`src/rtl/serial_subtractor_pkg.sv`:
```
// Shared types and elaboration helpers for the serial subtractor.
// The bit-serial datapath lives in serial_subtractor; the slice chain in sub_chunk.
package serial_subtractor_pkg;

   typedef enum logic [1:0] {
      IDLE = 2'd0,
      RUN  = 2'd1,
      DONE = 2'd2
   } state_e;

   function automatic int calc_steps(input int w, input int bpc);
      return w / bpc;
   endfunction

   function automatic int calc_cnt_w(input int w, input int bpc);
      int s;
      s = w / bpc;
      return (s <= 1) ? 1 : $clog2(s);
   endfunction

   function automatic bit bpc_divides(input int w, input int bpc);
      return (bpc > 0) && (w % bpc == 0);
   endfunction

endpackage

```
`src/rtl/serial_subtractor_sub_chunk.sv`:
```
// Combinational ripple of full-subtractor slices, one chunk wide.
// Borrow enters at bit 0 and leaves from the top slice.
module serial_subtractor_sub_chunk #(
   parameter int BPC = 1
) (
   input  logic [BPC-1:0] a_chunk,
   input  logic [BPC-1:0] b_chunk,
   input  logic           bi,
   output logic [BPC-1:0] d_chunk,
   output logic           bo
);

   logic [BPC:0] brw;

   always_comb begin
      brw     = '0;
      d_chunk = '0;
      brw[0]  = bi;
      for (int i = 0; i < BPC; i++) begin
         d_chunk[i] = a_chunk[i] ^ b_chunk[i] ^ brw[i];
         brw[i+1]   = (~a_chunk[i] & b_chunk[i])
                    | (~(a_chunk[i] ^ b_chunk[i]) & brw[i]);
      end
      bo = brw[BPC];
   end

endmodule

```
`src/rtl/serial_subtractor.sv`:
```
// Multi-cycle a - b - borrow_in, BITS_PER_CYCLE bits per clock, LSB first.
// Results are published only on the final RUN edge and held until the next one.
module serial_subtractor
   import serial_subtractor_pkg::*;
#(
   parameter int WIDTH          = 8,
   parameter int BITS_PER_CYCLE = 1
) (
   input  logic             clk,
   input  logic             rst_n,
   input  logic             start,
   input  logic [WIDTH-1:0] a,
   input  logic [WIDTH-1:0] b,
   input  logic             borrow_in,
   output logic             busy,
   output logic             done,
   output logic [WIDTH-1:0] diff,
   output logic             borrow_out,
   output logic             overflow
);

   localparam int BPC   = BITS_PER_CYCLE;
   localparam int STEPS = calc_steps(WIDTH, BPC);
   localparam int CW    = calc_cnt_w(WIDTH, BPC);

   if (!bpc_divides(WIDTH, BPC) || WIDTH < 2) begin : g_bad_cfg
      $error("serial_subtractor: BITS_PER_CYCLE must divide WIDTH");
   end

   state_e           state_q, state_d;
   logic [WIDTH-1:0] a_q, a_d, b_q, b_d;
   logic [WIDTH-1:0] dw_q, dw_d;
   logic [WIDTH-1:0] diff_q, diff_d;
   logic [CW-1:0]    cnt_q, cnt_d;
   logic             brw_q, brw_d;
   logic             sa_q, sa_d, sb_q, sb_d;
   logic             bo_q, bo_d, ov_q, ov_d;
   logic [BPC-1:0]   d_chunk;
   logic             chunk_bo;

   serial_subtractor_sub_chunk #(.BPC(BPC)) u_chunk (
      .a_chunk (a_q[BPC-1:0]),
      .b_chunk (b_q[BPC-1:0]),
      .bi      (brw_q),
      .d_chunk (d_chunk),
      .bo      (chunk_bo)
   );

   always_comb begin
      state_d = state_q;
      a_d     = a_q;
      b_d     = b_q;
      dw_d    = dw_q;
      diff_d  = diff_q;
      cnt_d   = cnt_q;
      brw_d   = brw_q;
      sa_d    = sa_q;
      sb_d    = sb_q;
      bo_d    = bo_q;
      ov_d    = ov_q;
      unique case (state_q)
         IDLE: begin
            if (start) begin
               a_d     = a;
               b_d     = b;
               brw_d   = borrow_in;
               sa_d    = a[WIDTH-1];
               sb_d    = b[WIDTH-1];
               dw_d    = '0;
               cnt_d   = '0;
               state_d = RUN;
            end
         end
         RUN: begin
            dw_d[int'(cnt_q)*BPC +: BPC] = d_chunk;
            a_d   = a_q >> BPC;
            b_d   = b_q >> BPC;
            brw_d = chunk_bo;
            cnt_d = cnt_q + CW'(1);
            if (cnt_q == CW'(STEPS-1)) begin
               // dw_d already holds the final chunk here
               diff_d  = dw_d;
               bo_d    = chunk_bo;
               ov_d    = (sa_q ^ sb_q) & (dw_d[WIDTH-1] ^ sa_q);
               state_d = DONE;
            end
         end
         DONE: state_d = IDLE;
         default: state_d = IDLE;
      endcase
   end

   always_ff @(posedge clk or negedge rst_n) begin
      if (!rst_n) begin
         state_q <= IDLE;
         a_q     <= '0;
         b_q     <= '0;
         dw_q    <= '0;
         diff_q  <= '0;
         cnt_q   <= '0;
         brw_q   <= 1'b0;
         sa_q    <= 1'b0;
         sb_q    <= 1'b0;
         bo_q    <= 1'b0;
         ov_q    <= 1'b0;
      end else begin
         state_q <= state_d;
         a_q     <= a_d;
         b_q     <= b_d;
         dw_q    <= dw_d;
         diff_q  <= diff_d;
         cnt_q   <= cnt_d;
         brw_q   <= brw_d;
         sa_q    <= sa_d;
         sb_q    <= sb_d;
         bo_q    <= bo_d;
         ov_q    <= ov_d;
      end
   end

   assign busy       = (state_q != IDLE);
   assign done       = (state_q == DONE);
   assign diff       = diff_q;
   assign borrow_out = bo_q;
   assign overflow   = ov_q;

endmodule
```
`config.mk`:
```
export PLATFORM = sky130hd
export DESIGN_NAME = serial_subtractor
export DESIGN_NICKNAME = d
export VERILOG_FILES = /design/src/rtl/serial_subtractor_pkg.sv /design/src/rtl/serial_subtractor_sub_chunk.sv /design/src/rtl/serial_subtractor.sv
export SDC_FILE = /design/constraint.sdc
export NUM_CORES = 1
export LEC_CHECK = 0
export BUFFER_PORTS_ARGS = -buffer_cell sky130_fd_sc_hd__buf_4
export CORE_MARGIN = 3
export CORE_UTILIZATION = 48
export CTS_BUF_LIST = sky130_fd_sc_hd__clkbuf_4 sky130_fd_sc_hd__clkbuf_8
export CTS_CLUSTER_SIZE = 20
export DETAILED_ROUTE_END_ITERATION = 12
export PLACE_DENSITY_LB_ADDON = 0.12
export SLEW_MARGIN = 20
export SYNTH_ARGS = -nofsm -noshare
export SYNTH_HDL_FRONTEND = slang
export SYNTH_SLANG_ARGS = --single-unit
export TNS_END_PERCENT = 5
```
`constraint.sdc`:
```
create_clock -name clk -period 4.9 [get_ports clk]
set_input_delay 0.49 -clock clk [delete_from_list [all_inputs] [get_ports clk]]
set_output_delay 0.49 -clock clk [all_outputs]
set_load 0.1 [all_outputs]
```
==> results of run 1 <==
==> logic make-up after synthesis <==
logic type | count (synthesis) | synth area share
AO/OA/AOI/OAI | 48 | 0.1420
adder cells (fa/ha/maj) | 5 | 0.03457
buffers and inverters | 21 | 0.04567
flip-flops | 42 | 0.5185
multiplexers | 23 | 0.1148
AND/OR/NAND/NOR | 56 | 0.1444
==> state kept, by name, indices dropped and copies added, names as in the netlist <==
name,cells
a_q,8
b_q,8
diff,8
dw_q,8
cnt_q,3
state_q,2
borrow_out,1
brw_q,1
overflow,1
sa_q,1
sb_q,1
==> per-stage QoR <==
| stage | util | setup WS [ns] |
|---|---|---|
| floorplan | - | 2.674 |
| global placement | 0.5916 | 2.734 |
| detailed placement | 0.5916 | 2.569 |
| CTS | 0.6120 | 2.562 |
| global route | 0.6120 | 2.315 |
| finish | 0.6120 | 2.551 |
==> synthesized netlist by cell type, drive strengths merged, types with 2 or more instances <==
library cell and instances:
a22o 2, buf 7, mux2i 21, nor3 2, nor2b 2, a32o 3
mux2 2, inv 8, o31ai 2, nor2 5, nor4b 3, or2 2
clkbuf 6, nor3b 2, a21oi 4, o22ai 4, o21ai 29, nand2b 2
ha 4, nand2 34, dfrtp 42
==> cell type report <==
| cell class | count | area (um2) |
|---|---|---|
| multi-input cells | 132 | 890.9 |
| repair buffers | 33 | 247.7 |
| clock inverters | 2 | 10.01 |
| well taps | 48 | 60.06 |
| fillers | 336 | 1495 |
| inverters | 8 | 30.03 |
| clock buffers | 5 | 68.82 |
| flip-flops and latches | 42 | 1051 |
==> worst max-delay path, delay by kind of cell (launching register included) <==
kind	cells	cell delay, ns
fa+ha+maj	2	0.59
flops	1	0.49
mux	1	0.38
simple gates	2	0.34
compound gates	1	0.29
buf+inv	1	0.13
==> per-layer routing <==
layer | routed length (um) | share of wire | up-vias
met4 | 55 | 0.014 | 0
met2 | 1980 | 0.49 | 29
li1 | - | - | 727
met5 | 0 | 0 | -
met1 | 1878 | 0.46 | 703
met3 | 148 | 0.036 | 4
==> final timing paths <==
kind	end	slack (ns)
setup / recovery	overflow	2.55
hold / removal	a_q[3]	0.18
setup reg to reg	overflow	2.55
hold reg to reg	b_q[3]	0.48
max in group asynchronous	diff[6]	4.36
min in group clk	brw_q	0.42
==> results.yml, run 1 <==
clocking:
  htreeDepth: 2
  cts_hold_buf: 0
  cts_setup_buffers: 0
  clkTransAtPathRegs_ns: 0.08
  cts-root-buf: "clkbuf_8"
  cts_resized: 0
  cts_tree: "done"
  cts_made_buffers: 5
  cts_buffer_depth: 2
  cts_num_sinks: 42
  clock_latency_ns: 0.29
global_routing:
  first_global_vias: 1575
  grt_pass1_wl_mm: 7.086
  grtUsageTotal: 0.1799
  busiest_layer: "met2"
  antenna_found_initial: 0
  grt_use_met3: 0.03693
  gr-usage-met2: 0.2997
  use_met1: 0.2279
  grt_start_max_net_pins: 43
  globalRouteOverflowTotal: 0
placement:
  dpl.hpwl_mm: 2.826
  dpl_cell_area_um2: 2280
  dpl.cell_count: 263
  portBuffers: 31
  gpl.final_weighted_congestion: 0.9176
drt:
  avgViaCountPerCell: 5.419
  antenna_left: 0
  vias: 1463
  drt-total-wl_mm: 4.063
  drt_iter0_drc: 56
  drc: 0
  routedWlPerCell_um: 15.05
  dr.pass1.iters: 4
timing:
  fmaxAchievable_ghz: 0.4258
  hold_viol: 0
  setup_violations: 0
  worst_pin_slew_ns: 0.7395
  grt_setup_unrepaired: "false"
  tns_ns: 0
  period_share: 0.4793
  min_period_ns: 2.349
  fin_skew_ns: 0.007172
  final_max_slew_viol_count: 0
  max_slew_margin: 0.5048
  holdWs_ns: 0.1795
synthesis:
  ys_warn_count: 0
  seq_area_frac_synth: 0.5185
  syn_inst: 195
  yosysTopAreaCell: "dfrtp_1"
  synth_top_area_frac: 0.5185
  ys_ff_latch: 42
  synth_edf_count: 0
  synth_cell_types: 35
  ys.flop_type: "dfrtp_1"
  synth_nets: 220
  netlist_area_um2: 2027
  async_flop_share: 1.000
  synthTopCellsByArea: "dfrtp_1 52%, mux2i_1 10%, nand2_1 6.3%, o21ai_0 4.0%, o21ai_1 3.2%"
  syn_area_per_cell_um2: 10.39
setup_path:
  worstSetupStartpointType: "flop"
  crit-reg2reg-launch: "cnt_q[0]"
  arrival_ns: 2.52
  cp_slowest_cell: "dfrtp_1"
  required_ns: 5.08
  crit_top_cell: "ha_1"
  startpoint: "cnt_q[0]"
  critical_path_class: "flop to flop"
  worstRegToRegCells: 7
  crit_path_end_kind: "flop"
  crit_fanout: 8
  crit_path_cell_trace: "inv_1 -> ha_1 -> ha_1 -> nor4b_4 -> mux2i_1 -> nor4b_2 -> a211o_1"
  critPathMaxStageDelay_ns: 0.49
finish:
  antennaDiodeCount: 0
  final_cell_area_um2: 2359
  synthToLayoutAreaGrowth_pct: 16.36
  final_net_count: 247
  drive_above_1_share: 0.2207
  final_cells: 270
  final_common_cell: "dfrtp_1"
  layout_common_cells: "42 x dfrtp_1, 34 x nand2_1, 33 x buf_4"
die:
  die-width_um: 70.99
  core-area_um2: 3854
  rows: 22
  start_util: 0.5260
  io_pins: 32
  dieArea_um2: 5039
  die_h_um: 70.99
flow_run:
  drv_cap: 0
min_path:
  hp-class: "input port to asynchronous set/reset pin"
run_status:
  status: "completed"
Power of run 1 is not shown: default switching activity piles up to over one toggle a cycle in this logic, so the estimate is an artifact.
==> run 2, diff against run 1 <==
==> constraint.sdc (replaced) <==
create_clock -name clk -period 2 [get_ports clk]
set_input_delay 0.2 -clock clk [delete_from_list [all_inputs] [get_ports clk]]
set_output_delay 0.2 -clock clk [all_outputs]
set_load 0.1 [all_outputs]
==> run 2 against run 1 <==
  * The flow now finishes with violations (negative setup slack)
  * Register-to-register slack worse by 2.6 ns
  * Setup slack lost 2.6 ns
  * Sequential cell count did not move
  * Clock skew is 0.00097 ns lower
  * First-iteration DRC count up 61%
  * Global-route usage shrank 0.54 points
  * Sequential share of layout area shrank 2.6 points
  * Critical path type unchanged
==> results.yml, run 2 (synthesis gave the netlist of run 1 again) <==
timing:
  timing.final.ws_setup_ns: -0.02519
  hold_viol: 0
  max_slew_margin: 0.6472
  fin_skew_ns: 0.006206
  setup_violations: 1
  min_period_ns: 2.025
  final_max_slew_viol_count: 0
  period_share: 1.013
  grt_setup_unrepaired: "true"
  holdWs_ns: 0.1420
  worst_pin_slew_ns: 0.5292
  fmaxAchievable_ghz: 0.4938
setup_path:
  cp_num_buf_inv: 1
  crit_fanout: 6
  critical_path_class: "flop to flop"
  crit_path_end_kind: "flop"
  required_ns: 2.23
  rrSetupSlack_ns: -0.03
  crit_top_cell: "ha_4"
  worstRegToRegCells: 7
  crit_family: "simple AND/OR/NAND/NOR gates"
  crit-reg2reg-launch: "cnt_q[0]"
  cp_slowest_cell: "dfrtp_1"
  arrival_ns: 2.26
  worstSetupStartpointType: "flop"
  critPathMaxStageDelay_ns: 0.40
  crit_path_cell_trace: "inv_2 -> ha_4 -> ha_4 -> nor4b_4 -> mux2i_2 -> nor4bb_4 -> a211o_1"
  crit-reg2reg-capture: "overflow"
die:
  rows: 22
  core-area_um2: 3854
  start_util: 0.5260
  die_h_um: 70.99
  io_pins: 32
  dieArea_um2: 5039
  die-width_um: 70.99
global_routing:
  globalRouteOverflowTotal: 0
  grt_start_max_net_pins: 43
  antenna_found_initial: 0
  grtUsageTotal: 0.1745
  first_global_vias: 1505
  grt_pass1_wl_mm: 6.858
clocking:
  htreeDepth: 2
  cts_made_buffers: 5
  cts_tree: "done"
  cts_num_sinks: 42
  cts_buffer_depth: 2
  clkTransAtPathRegs_ns: 0.07
  cts-root-buf: "clkbuf_8"
  clock_latency_ns: 0.29
drt:
  avgViaCountPerCell: 5.514
  dr.pass1.iters: 6
  drt_iter0_drc: 90
  drt-total-wl_mm: 4.256
  drc: 0
  antenna_left: 0
  vias: 1544
  routedWlPerCell_um: 15.20
min_path:
  hp-class: "input port to flop"
  hold_path_end: "brw_q"
  min_path_cells: 3
  min_from: "borrow_in"
finish:
  final_net_count: 258
  postLayoutCoreUtil: 0.6497
  fillers: 329
  antennaDiodeCount: 0
  drive_above_1_share: 0.2759
  synthToLayoutAreaGrowth_pct: 23.52
  layout_common_cells: "42 x dfrtp_1, 42 x buf_4, 34 x nand2_1"
  final_cells: 280
flow_run:
  drv_cap: 0
run_status:
  status: "finished, violations left"
  violations: "negative setup slack"
placement:
  gpl.final_weighted_congestion: 0.7710
  portBuffers: 31
  pre_cts_ws_ns: 0.0007172
  dpl.hpwl_mm: 2.938
  dpl.cell_count: 269
[run 2: how the worst max path moves through the flow]
stage | depth (start not counted) | endpoint | startpoint | slack [ns]
floorplan | 7 | overflow | cnt_q[0] | 0.02
global placement | 7 | overflow | cnt_q[1] | 0.11
detailed placement | 7 | overflow | cnt_q[1] | 0.0007
CTS | 7 | overflow | cnt_q[1] | 0.04
global route | 7 | overflow | cnt_q[0] | -0.08
finish | 7 | overflow | cnt_q[0] | -0.03
[run 2: per-stage QoR]
step           cell area [um2]  setup TNS (ns)
2_1_floorplan             2043               0
3_3_place_gp              2354               0
3_5_place_dp              2354               0
4_1_cts                   2454               0
5_1_grt                   2504        -0.08031
6_report                  2504        -0.02519
[run 2: tightest hold or removal path, cell delays in order]
cell and delay, ns:
buf_4 0.08, nand2_1 0.05, o221ai_1 0.06
[run 2: cell type report]
type	instances	area (um2)	area share
clock buffer	6	82.58	0.03298
inverter	8	30.03	0.01199
multi-input combinational	132	934.6	0.3733
sequential	42	1051	0.4198
tap	48	60.06	0.02399
timing repair buffer	44	345.3	0.1379
[run 2: metal layers]
| layer | part of all wire | GRT usage | vias to the layer above |
|---|---|---|---|
| li1 | - | - | 755 |
| met1 | 0.44 | 0.2166 | 748 |
| met2 | 0.50 | 0.2832 | 37 |
| met3 | 0.048 | 0.04403 | 4 |
| met4 | 0.013 | 0.08559 | 0 |
| met5 | 0 | 0 | - |
[run 2: repair_timing]
item,4_1_cts,5_1_grt
hold endpoints to repair,42,0
buffers inserted,1,3
hold buffers,1,0
pin swaps,0,4
gates resized for setup,0,5
setup endpoints to repair,1,3
cloned,0,0
Power of run 2 is left out for the same reason.
==> run 3, diff against run 2 <==
--- a/config.mk
+++ b/config.mk
@@ -12,6 +12,7 @@
 export CTS_CLUSTER_SIZE = 20
 export DETAILED_ROUTE_END_ITERATION = 12
 export PLACE_DENSITY_LB_ADDON = 0.12
+export SKIP_CTS_REPAIR_TIMING = 1
 export SLEW_MARGIN = 20
 export SYNTH_ARGS = -nofsm -noshare
 export SYNTH_HDL_FRONTEND = slang
==> run 3 against run 2 <==
  * The run now ends clean
  * Largest cell class unchanged
  * Final area decreased by 1.5%
  * Non-clock buffer count decreased by 3
  * Clock skew about the same
  * Critical path type unchanged
  * Clock-buffer cell count unchanged
  * Worst hold slack got worse by 0.0015 ns
  * Register-to-register slack improved by 0.04 ns
  * Critical endpoint unchanged
  * Utilization decreased by 0.97 points
  * Setup slack improved by 0.041 ns
  * Final cell count decreased by 1.1%
  * Via count decreased by 0.97%
==> results.yml, run 3 (synthesis gave the netlist of run 1 again) <==
run_status:
  status: "completed"
die:
  die-width_um: 70.99
  io_pins: 32
  die_h_um: 70.99
  core-area_um2: 3854
  dieArea_um2: 5039
  start_util: 0.5260
  rows: 22
clocking:
  cts-root-buf: "clkbuf_8"
  cts_buffer_depth: 2
  cts_tree: "done"
  clock_latency_ns: 0.29
  clkTransAtPathRegs_ns: 0.07
  cts_made_buffers: 5
  cts_num_sinks: 42
  htreeDepth: 2
setup_path:
  worstSetupStartpointType: "flop"
  required_ns: 2.18
  cp-endpoint: "overflow"
  crit-reg2reg-capture: "overflow"
  critical_path_class: "flop to flop"
  crit_path_end_kind: "flop"
  startpoint: "cnt_q[1]"
  worstRegToRegCells: 7
  crit_fanout: 6
  rrSetupSlack_ns: 0.02
  crit-reg2reg-launch: "cnt_q[1]"
  arrival_ns: 2.16
global_routing:
  grt_pass1_wl_mm: 6.824
  first_global_vias: 1488
  antenna_found_initial: 0
  globalRouteOverflowTotal: 0
  grtUsageTotal: 0.1739
  grt_start_max_net_pins: 43
timing:
  hold_viol: 0
  max_slew_margin: 0.6479
  setup_violations: 0
  tns_ns: 0
  grt_setup_unrepaired: "true"
  final_max_slew_viol_count: 0
  fmaxAchievable_ghz: 0.5040
  worst_pin_slew_ns: 0.5281
  min_period_ns: 1.984
  fin_skew_ns: 0.005827
  period_share: 0.9920
drt:
  antenna_left: 0
  drt-total-wl_mm: 4.055
  drc: 0
  drt_iter0_drc: 63
  dr.pass1.iters: 4
  avgViaCountPerCell: 5.520
  routedWlPerCell_um: 14.64
  vias: 1529
flow_run:
  drv_cap: 0
placement:
  dpl.hpwl_mm: 2.938
  dpl.cell_count: 269
  gpl.final_weighted_congestion: 0.7710
  portBuffers: 31
finish:
  final_common_cell: "dfrtp_1"
  synthToLayoutAreaGrowth_pct: 21.67
  drive_above_1_share: 0.2620
  final_cells: 277
  layout_common_cells: "42 x dfrtp_1, 39 x buf_4, 34 x nand2_1"
  fillers: 335
  antennaDiodeCount: 0
  final_net_count: 255
  postLayoutCoreUtil: 0.6399
min_path:
  hp-class: "input port to flop"
run 3: worst min path at each step:
| stage | cells past startpoint | slack [ns] | to | startpoint |
|---|---|---|---|---|
| final | 3 | 0.14 | brw_q | borrow_in |
| after global routing | 3 | 0.13 | brw_q | borrow_in |
| after CTS | 1 | -0.1 | borrow_out | rst_n |
| after detailed placement | 1 | 0.22 | borrow_out | rst_n |
| after global placement | 1 | 0.21 | diff[2] | rst_n |
| after floorplan | 0 | -0.1 | a_q[0] | rst_n |
run 3: per-stage QoR:
step	hold slack [ns]	area [um2]	setup slack, ns
after global routing	0.1310	2466	-0.06137
after global placement	0.2117	2354	0.1110
after detailed placement	0.2170	2354	0.0007172
final	0.1404	2466	0.01599
after CTS	-0.09903	2436	-0.01614
after floorplan	-0.09559	2043	0.02391
run 3: per-layer routing:
| layer | up-vias | GRT usage | wire length, um |
|---|---|---|---|
| met4 | 0 | 0.08559 | 68 |
| met3 | 8 | 0.04403 | 208 |
| met2 | 39 | 0.2812 | 2008 |
| met5 | - | 0 | 0 |
| met1 | 732 | 0.2166 | 1770 |
| li1 | 750 | - | - |
run 3: layout make-up:
class	count	area, um2	area share
Multi-Input combinational cell	132	919.6	0.3729
Tap cell	48	60.06	0.02435
Timing Repair Buffer	41	322.8	0.1309
Sequential cell	42	1051	0.4262
Clock buffer	6	82.58	0.03349
Inverter	8	30.03	0.01218
run 3: critical path, stage by stage, from the launching register on:
cell and delay, ns:
dfrtp_1 0.39, inv_1 0.08, ha_1 0.22, ha_4 0.26, nor4b_4 0.26, mux2i_2 0.31, nor4b_2 0.08, a211o_1 0.27
Power of run 3 is left out for the same reason.
